**src/rtl/led_pattern_pkg.sv**
```systemverilog
// Shared mode encodings and helpers for the LED pattern generator.
package led_pattern_pkg;

    localparam int MODE_W = 3;

    localparam logic [MODE_W-1:0] LP_OFF     = 3'd0;
    localparam logic [MODE_W-1:0] LP_ON      = 3'd1;
    localparam logic [MODE_W-1:0] LP_SYNC    = 3'd2;
    localparam logic [MODE_W-1:0] LP_ALT     = 3'd3;
    localparam logic [MODE_W-1:0] LP_CHASE   = 3'd4;
    localparam logic [MODE_W-1:0] LP_BREATHE = 3'd5;

    // Low-bit mask of the phase counter that must be all ones for a step.
    function automatic logic [7:0] rate_mask(input logic [2:0] rate);
        return 8'((9'd1 << rate) - 9'd1);
    endfunction

endpackage

```
**src/rtl/led_pattern_gen_pwm.sv**
```systemverilog
// Shared brightness PWM: free-running counter compared against a duty word.
module led_pwm #(
    parameter int PWM_W = 8
) (
    input  logic             xclk,
    input  logic             gsr,
    input  logic [PWM_W-1:0] duty_i,
    output logic             pwm_on_o
);

    logic [PWM_W-1:0] cnt_q, cnt_d;

    always_comb begin
        cnt_d = cnt_q + 1'b1;
    end

    always_ff @(posedge xclk) begin
        if (gsr) begin
            cnt_q <= '0;
        end else begin
            cnt_q <= cnt_d;
        end
    end

    // All-ones duty must be solidly on, which a plain compare cannot reach.
    assign pwm_on_o = (&duty_i) || (cnt_q < duty_i);

endmodule

```
**src/rtl/led_pattern_gen.sv**
```systemverilog
// N-channel LED pattern generator: prescaled pattern ticks, run-time modes,
// and a shared PWM that brightness-scales every lit channel.
module led_pattern_gen
    import led_pattern_pkg::*;
#(
    parameter int NUM_LEDS  = 2,
    parameter int PRESC_DIV = 1000,
    parameter int PWM_W     = 8
) (
    input  logic                xclk,
    input  logic                gsr,
    input  logic [MODE_W-1:0]   mode_i,
    input  logic [2:0]          rate_i,
    input  logic [PWM_W-1:0]    bright_i,
    input  logic                load_i,
    output logic [NUM_LEDS-1:0] led_o,
    output logic                tick_o,
    output logic [MODE_W-1:0]   mode_o
);

    localparam int PRESC_W = $clog2(PRESC_DIV);
    localparam int IDX_W   = (NUM_LEDS > 1) ? $clog2(NUM_LEDS) : 1;
    localparam logic [PRESC_W-1:0] PRESC_MAX = PRESC_W'(PRESC_DIV - 1);
    localparam logic [IDX_W-1:0]   IDX_MAX   = IDX_W'(NUM_LEDS - 1);

    logic [MODE_W-1:0]   mode_q, mode_d;
    logic [2:0]          rate_q, rate_d;
    logic [PWM_W-1:0]    bright_q, bright_d;
    logic [PRESC_W-1:0]  presc_q, presc_d;
    logic [7:0]          phase_q, phase_d;
    logic                blink_q, blink_d;
    logic [IDX_W-1:0]    chase_idx_q, chase_idx_d;
    logic [PWM_W-1:0]    ramp_q, ramp_d;
    logic                ramp_up_q, ramp_up_d;
    logic [NUM_LEDS-1:0] led_q, led_d;

    logic                tick;
    logic                step;
    logic [NUM_LEDS-1:0] pattern;
    logic [PWM_W-1:0]    duty;
    logic                pwm_on;

    assign tick = (presc_q == PRESC_MAX);
    assign step = tick && ((phase_q & rate_mask(rate_q)) == rate_mask(rate_q));
    assign duty = (mode_q == LP_BREATHE) ? ramp_q : bright_q;

    led_pwm #(
        .PWM_W(PWM_W)
    ) u_pwm (
        .xclk    (xclk),
        .gsr     (gsr),
        .duty_i  (duty),
        .pwm_on_o(pwm_on)
    );

    always_comb begin
        pattern = '0;
        case (mode_q)
            LP_ON:      pattern = '1;
            LP_SYNC:    pattern = {NUM_LEDS{blink_q}};
            LP_ALT: begin
                for (int i = 0; i < NUM_LEDS; i++) begin
                    pattern[i] = blink_q ^ i[0];
                end
            end
            LP_CHASE:   pattern = NUM_LEDS'(1) << chase_idx_q;
            LP_BREATHE: pattern = '1;
            default:    pattern = '0;
        endcase
    end

    always_comb begin
        mode_d      = mode_q;
        rate_d      = rate_q;
        bright_d    = bright_q;
        phase_d     = phase_q;
        blink_d     = blink_q;
        chase_idx_d = chase_idx_q;
        ramp_d      = ramp_q;
        ramp_up_d   = ramp_up_q;
        presc_d     = tick ? '0 : presc_q + 1'b1;
        led_d       = pattern & {NUM_LEDS{pwm_on}};

        if (tick) begin
            phase_d = phase_q + 8'd1;
            // Turn around at the endpoints so each value is visited once per sweep.
            if (&ramp_q) begin
                ramp_d    = ramp_q - 1'b1;
                ramp_up_d = 1'b0;
            end else if (ramp_q == '0) begin
                ramp_d    = ramp_q + 1'b1;
                ramp_up_d = 1'b1;
            end else if (ramp_up_q) begin
                ramp_d = ramp_q + 1'b1;
            end else begin
                ramp_d = ramp_q - 1'b1;
            end
        end

        if (step) begin
            blink_d     = ~blink_q;
            chase_idx_d = (chase_idx_q == IDX_MAX) ? '0 : chase_idx_q + 1'b1;
        end

        if (load_i) begin
            mode_d      = mode_i;
            rate_d      = rate_i;
            bright_d    = bright_i;
            presc_d     = '0;
            phase_d     = '0;
            blink_d     = 1'b0;
            chase_idx_d = '0;
            ramp_d      = '0;
            ramp_up_d   = 1'b1;
        end
    end

    always_ff @(posedge xclk) begin
        if (gsr) begin
            mode_q      <= LP_OFF;
            rate_q      <= '0;
            bright_q    <= '1;
            presc_q     <= '0;
            phase_q     <= '0;
            blink_q     <= 1'b0;
            chase_idx_q <= '0;
            ramp_q      <= '0;
            ramp_up_q   <= 1'b1;
            led_q       <= '0;
        end else begin
            mode_q      <= mode_d;
            rate_q      <= rate_d;
            bright_q    <= bright_d;
            presc_q     <= presc_d;
            phase_q     <= phase_d;
            blink_q     <= blink_d;
            chase_idx_q <= chase_idx_d;
            ramp_q      <= ramp_d;
            ramp_up_q   <= ramp_up_d;
            led_q       <= led_d;
        end
    end

    assign led_o  = led_q;
    assign tick_o = tick;
    assign mode_o = mode_q;

endmodule

```
**config.mk**
```make
export PLATFORM = sky130hd
export DESIGN_NAME = led_pattern_gen
export DESIGN_NICKNAME = d
export VERILOG_FILES = /design/src/rtl/led_pattern_pkg.sv /design/src/rtl/led_pattern_gen_pwm.sv /design/src/rtl/led_pattern_gen.sv
export SDC_FILE = /design/constraint.sdc
export NUM_CORES = 1
export LEC_CHECK = 0
export ABC_AREA = 1
export CAP_MARGIN = 20
export CORE_MARGIN = 1
export CORE_UTILIZATION = 55
export DETAILED_ROUTE_END_ITERATION = 8
export GPL_TIMING_DRIVEN = 0
export PLACE_DENSITY = 0.83
export SYNTH_ARGS = -nofsm -noshare
export SYNTH_HDL_FRONTEND = slang
export SYNTH_HIERARCHICAL = 1
export SYNTH_SLANG_ARGS = --single-unit
```
**constraint.sdc**
```tcl
create_clock -name xclk -period 2.8 [get_ports xclk]
set_input_delay 0.56 -clock xclk [delete_from_list [all_inputs] [get_ports xclk]]
set_output_delay 0.56 -clock xclk [all_outputs]
set_load 0.1 [all_outputs]
```
==> summary.txt <==
Outcome
  • Outcome: finished clean

Yosys
  • Synth warnings: 6
  • Top post-synthesis cells by area: dfxtp_1 (35%), nand2_1 (16%), inv_1 (7.0%)
  • Mean post-synth cell area: around 6.7 µm²
  • Synth Net Count: between 400 and 500
  • Number of synthesized flops with an enable pin: 0
  • Syn Std Cell Area: 0.00296 mm²
  • Yosys top cell by area: dfxtp_1
  • Synthesized flop and latch total: 52
  • Syn Inst Count: ~440
  • Seq/Total Area, Yosys: a little over a third
  • Count of unique library cells instantiated by Yosys: 33
  • Ys async rst share: 0%
  • Main flop type after synthesis: dfxtp_1
  • Yosys top cell area share: roughly a third

Detailed routing
  • Detail Route Antenna Nets: 0
  • First-pass DRT Iterations: 4
  • First DRT Iteration DRCs: 160
  • Vias per cell: 5.09
  • Wire per inst: 11.3 µm
  • Vias: approximately 2800
  • Routed WL: 6150 µm
  • DRC: 0

Floorplanning
  • Row Count: 26
  • Initial Util: 57.6%
  • IO Pins: 23
  • Core area: slightly above 0.005 mm²
  • Die Y: between 70 and 80 µm
  • Die Area: 0.00568 mm²
  • Die width: around 75 µm

Flow run
  • Max Cap Viol: 0

Setup path
  • Critical Path RT: between 3 and 4 ns
  • Worst EP arrival: around 2.7 ns
  • R2r worst-path depth: 15
  • CP max FO: 10
  • R2r setup slk: 0.34 ns
  • Reg2reg start: mode_o[0]$_SDFFE_PP0P_
  • Critical Path Start Type: flip-flop
  • Worst Setup Path Type: reg2reg
  • Setup crit end kind: flip-flop
  • Critical R2R Capture: led_o[1]$_SDFF_PP0_

GRT
  • Overflow after GRT: 0
  • Initial antenna violation count: 0
  • Total GRT Usage: 23.6%
  • Largest net degree at the start of global routing: 18
  • First-pass GRT wire length: between 10000 and 15000 µm
  • Vias in the first global route: around 2500

Timing
  • Hold slack: 0.456 ns
  • Fmax: about 410 MHz
  • Hold Fails Final Rpt: 0
  • Relative slew slack: between 30% and 40%
  • Period utilization: 87.8%
  • Total Neg Setup Slack: 0 ns
  • RSZ-0062 raised after global routing: false
  • Endpoints failing setup: 0
  • Max-slew violations: 0
  • Final Critical Period: 2.46 ns
  • Fin Clk Skew: 0.00915 ns
  • Worst Tran Pin Value: ~1 ns

Cells and area
  • Filler cells: approximately 500
  • Multi-input logic area: 0.00163 mm²
  • Core Util, Final: between 60% and 70%
  • Antenna cells: 0
  • Final cell count without fillers: 543
  • Area grow syn2layout: 13.4%
  • Sequential cell area: 0.00104 mm²
  • Commonest non-fill, non-tap cell in the layout: nand2_1
  • Net count, final: roughly 500
  • Layout cells sized above 1: 8.88%
  • Commonest cells after routing, fill and taps aside: nand2_1 (127), inv_1 (55), dfxtp_1 (51)

Hold path
  • Hold Path Class: reg2reg
  • Hold path startpoint: presc_q[0]$_SDFF_PP0_
  • Worst Hold Depth: 1
  • Endpoint, Worst Hold: presc_q[0]$_SDFF_PP0_

Place
  • Hpwl dp: 4580 µm
  • Dpl cells: 535
  • GP Congestion: ~0.9
  • IO buf count: 22

Clock network
  • Post-cts hold buffer count: 0
  • CTS clk-pin slew, worst paths: around 0.10 ns
  • Max H-tree Level: 2
  • CTS tree: built
  • CTS max path bufs: 2
  • CTS Buf Count: 5
  • CTS Root Cell: clkbuf_8
  • Clk sinks: 52
  • Post-CTS setup buffer count: 0
  • Worst-Skew Late Latency: 0.31 ns

Pwr
  • Leak pwr: ~0.0015 µW
  • Max VDD drop: 0.313 mV
  • PD cells: just over 400 mW/mm²
## metal layers
| metal | routed length (µm) | global-route usage [%] | part of all wire, % |
|---|---|---|---|
| met1 | 2870 | 28.4 | 47 |
| met2 | 3000 | 42.2 | 49 |
| met3 | 183 | 4.63 | 3.0 |
| met4 | 95 | 7.41 | 1.5 |
| met5 | 0 | 0 | 0 |
## through the flow
| stage | area (µm²) | setup WS (ns) | total power [µW] |
|---|---|---|---|
| 2_1_floorplan | 2960 | 0.0411 | 905 |
| 3_3_place_gp | 3270 | 0.0895 | 957 |
| 3_5_place_dp | 3270 | 0.0665 | 962 |
| 4_1_cts | 3360 | 0.00432 | 1400 |
| 5_1_grt | 3360 | 0.100 | 1450 |
| 6_report | 3360 | 0.342 | 1390 |
## how the worst max path moves through the flow
stage / depth (start not counted) / to / from / slack [ns]
after floorplan: 14 / led_o[0]$_SDFF_PP0_ / mode_o[1]$_SDFFE_PP0P_ / 0.04
after global placement: 6 / tick_o / presc_q[0]$_SDFF_PP0_ / 0.09
after detailed placement: 6 / tick_o / presc_q[0]$_SDFF_PP0_ / 0.07
after CTS: 6 / tick_o / presc_q[0]$_SDFF_PP0_ / 0.004
after global routing: 14 / led_o[1]$_SDFF_PP0_ / mode_o[0]$_SDFFE_PP0P_ / 0.10
final: 15 / led_o[1]$_SDFF_PP0_ / mode_o[0]$_SDFFE_PP0P_ / 0.34
## area by class of cell
type,instances,area share (%)
clock buffers,5,2.05
inverters,62,7.01
repair buffers,22,6.41
clock inverters,3,0.671
multi-input cells,320,48.6
flip-flops and latches,52,31.0
plain buffers,9,1.57
well taps,70,2.61
## worst max-delay path, stage by stage, from the launching register on
cell and delay, ns:
dfxtp_2 0.34, inv_1 0.11, nor2_1 0.07, nand2_1 0.18, clkbuf_1 0.30, nand2_1 0.10, o21ai_0 0.13, inv_1 0.08
ha_1 0.31, a21oi_1 0.15, nor2_1 0.05, nor3_1 0.17, nand2_1 0.08, nand2_1 0.07, inv_1 0.06, nor3_1 0.17
## cells in the mapped netlist (2+ instances only)
master	n
nor2_1	46
nor3_1	14
xnor2_1	2
nor2_4	6
nand2_1	127
o21ai_0	25
nand3_1	29
inv_2	5
o21ai_2	2
o21ai_1	2
nor2_2	4
xor2_1	7
a21oi_1	23
buf_2	3
nand2_2	4
buf_6	2
nand4_1	4
ha_1	13
clkbuf_1	4
inv_1	55
nor4_1	3
dfxtp_1	52
## what timing repair did
item	CTS	global route
gates cloned	0	0
setup endpoints to repair	1	1
pin swaps	0	0
gates resized for setup	1	2
## cell families after synthesis
kind of cell    Yosys count  synth area share, %
fa+ha+maj                13                 5.49
simple gates            243                 37.3
flops                    52                 35.2
buf+inv                  71                 9.72
compound gates           55                 9.72
xor+xnor                  9                 2.66
## flip-flops by register name, summed over array words and instances (netlist names)
| register | flops |
|---|---|
| blink_q | 1 |
| bright_q | 8 |
| chase_idx_q | 1 |
| led_o | 2 |
| mode_o | 3 |
| phase_q | 7 |
| presc_q | 10 |
| ramp_q | 8 |
| ramp_up_q | 1 |
| rate_q | 3 |
| u_pwm/cnt_q | 8 |
## report_power, final
part	total (µW)	switching, µW	internal (µW)
clock	442	263	180
sequential	775	14.6	760
combinational	171	109	62.7
total	1390	386	1000
Power figures use the tool's default switching activity.
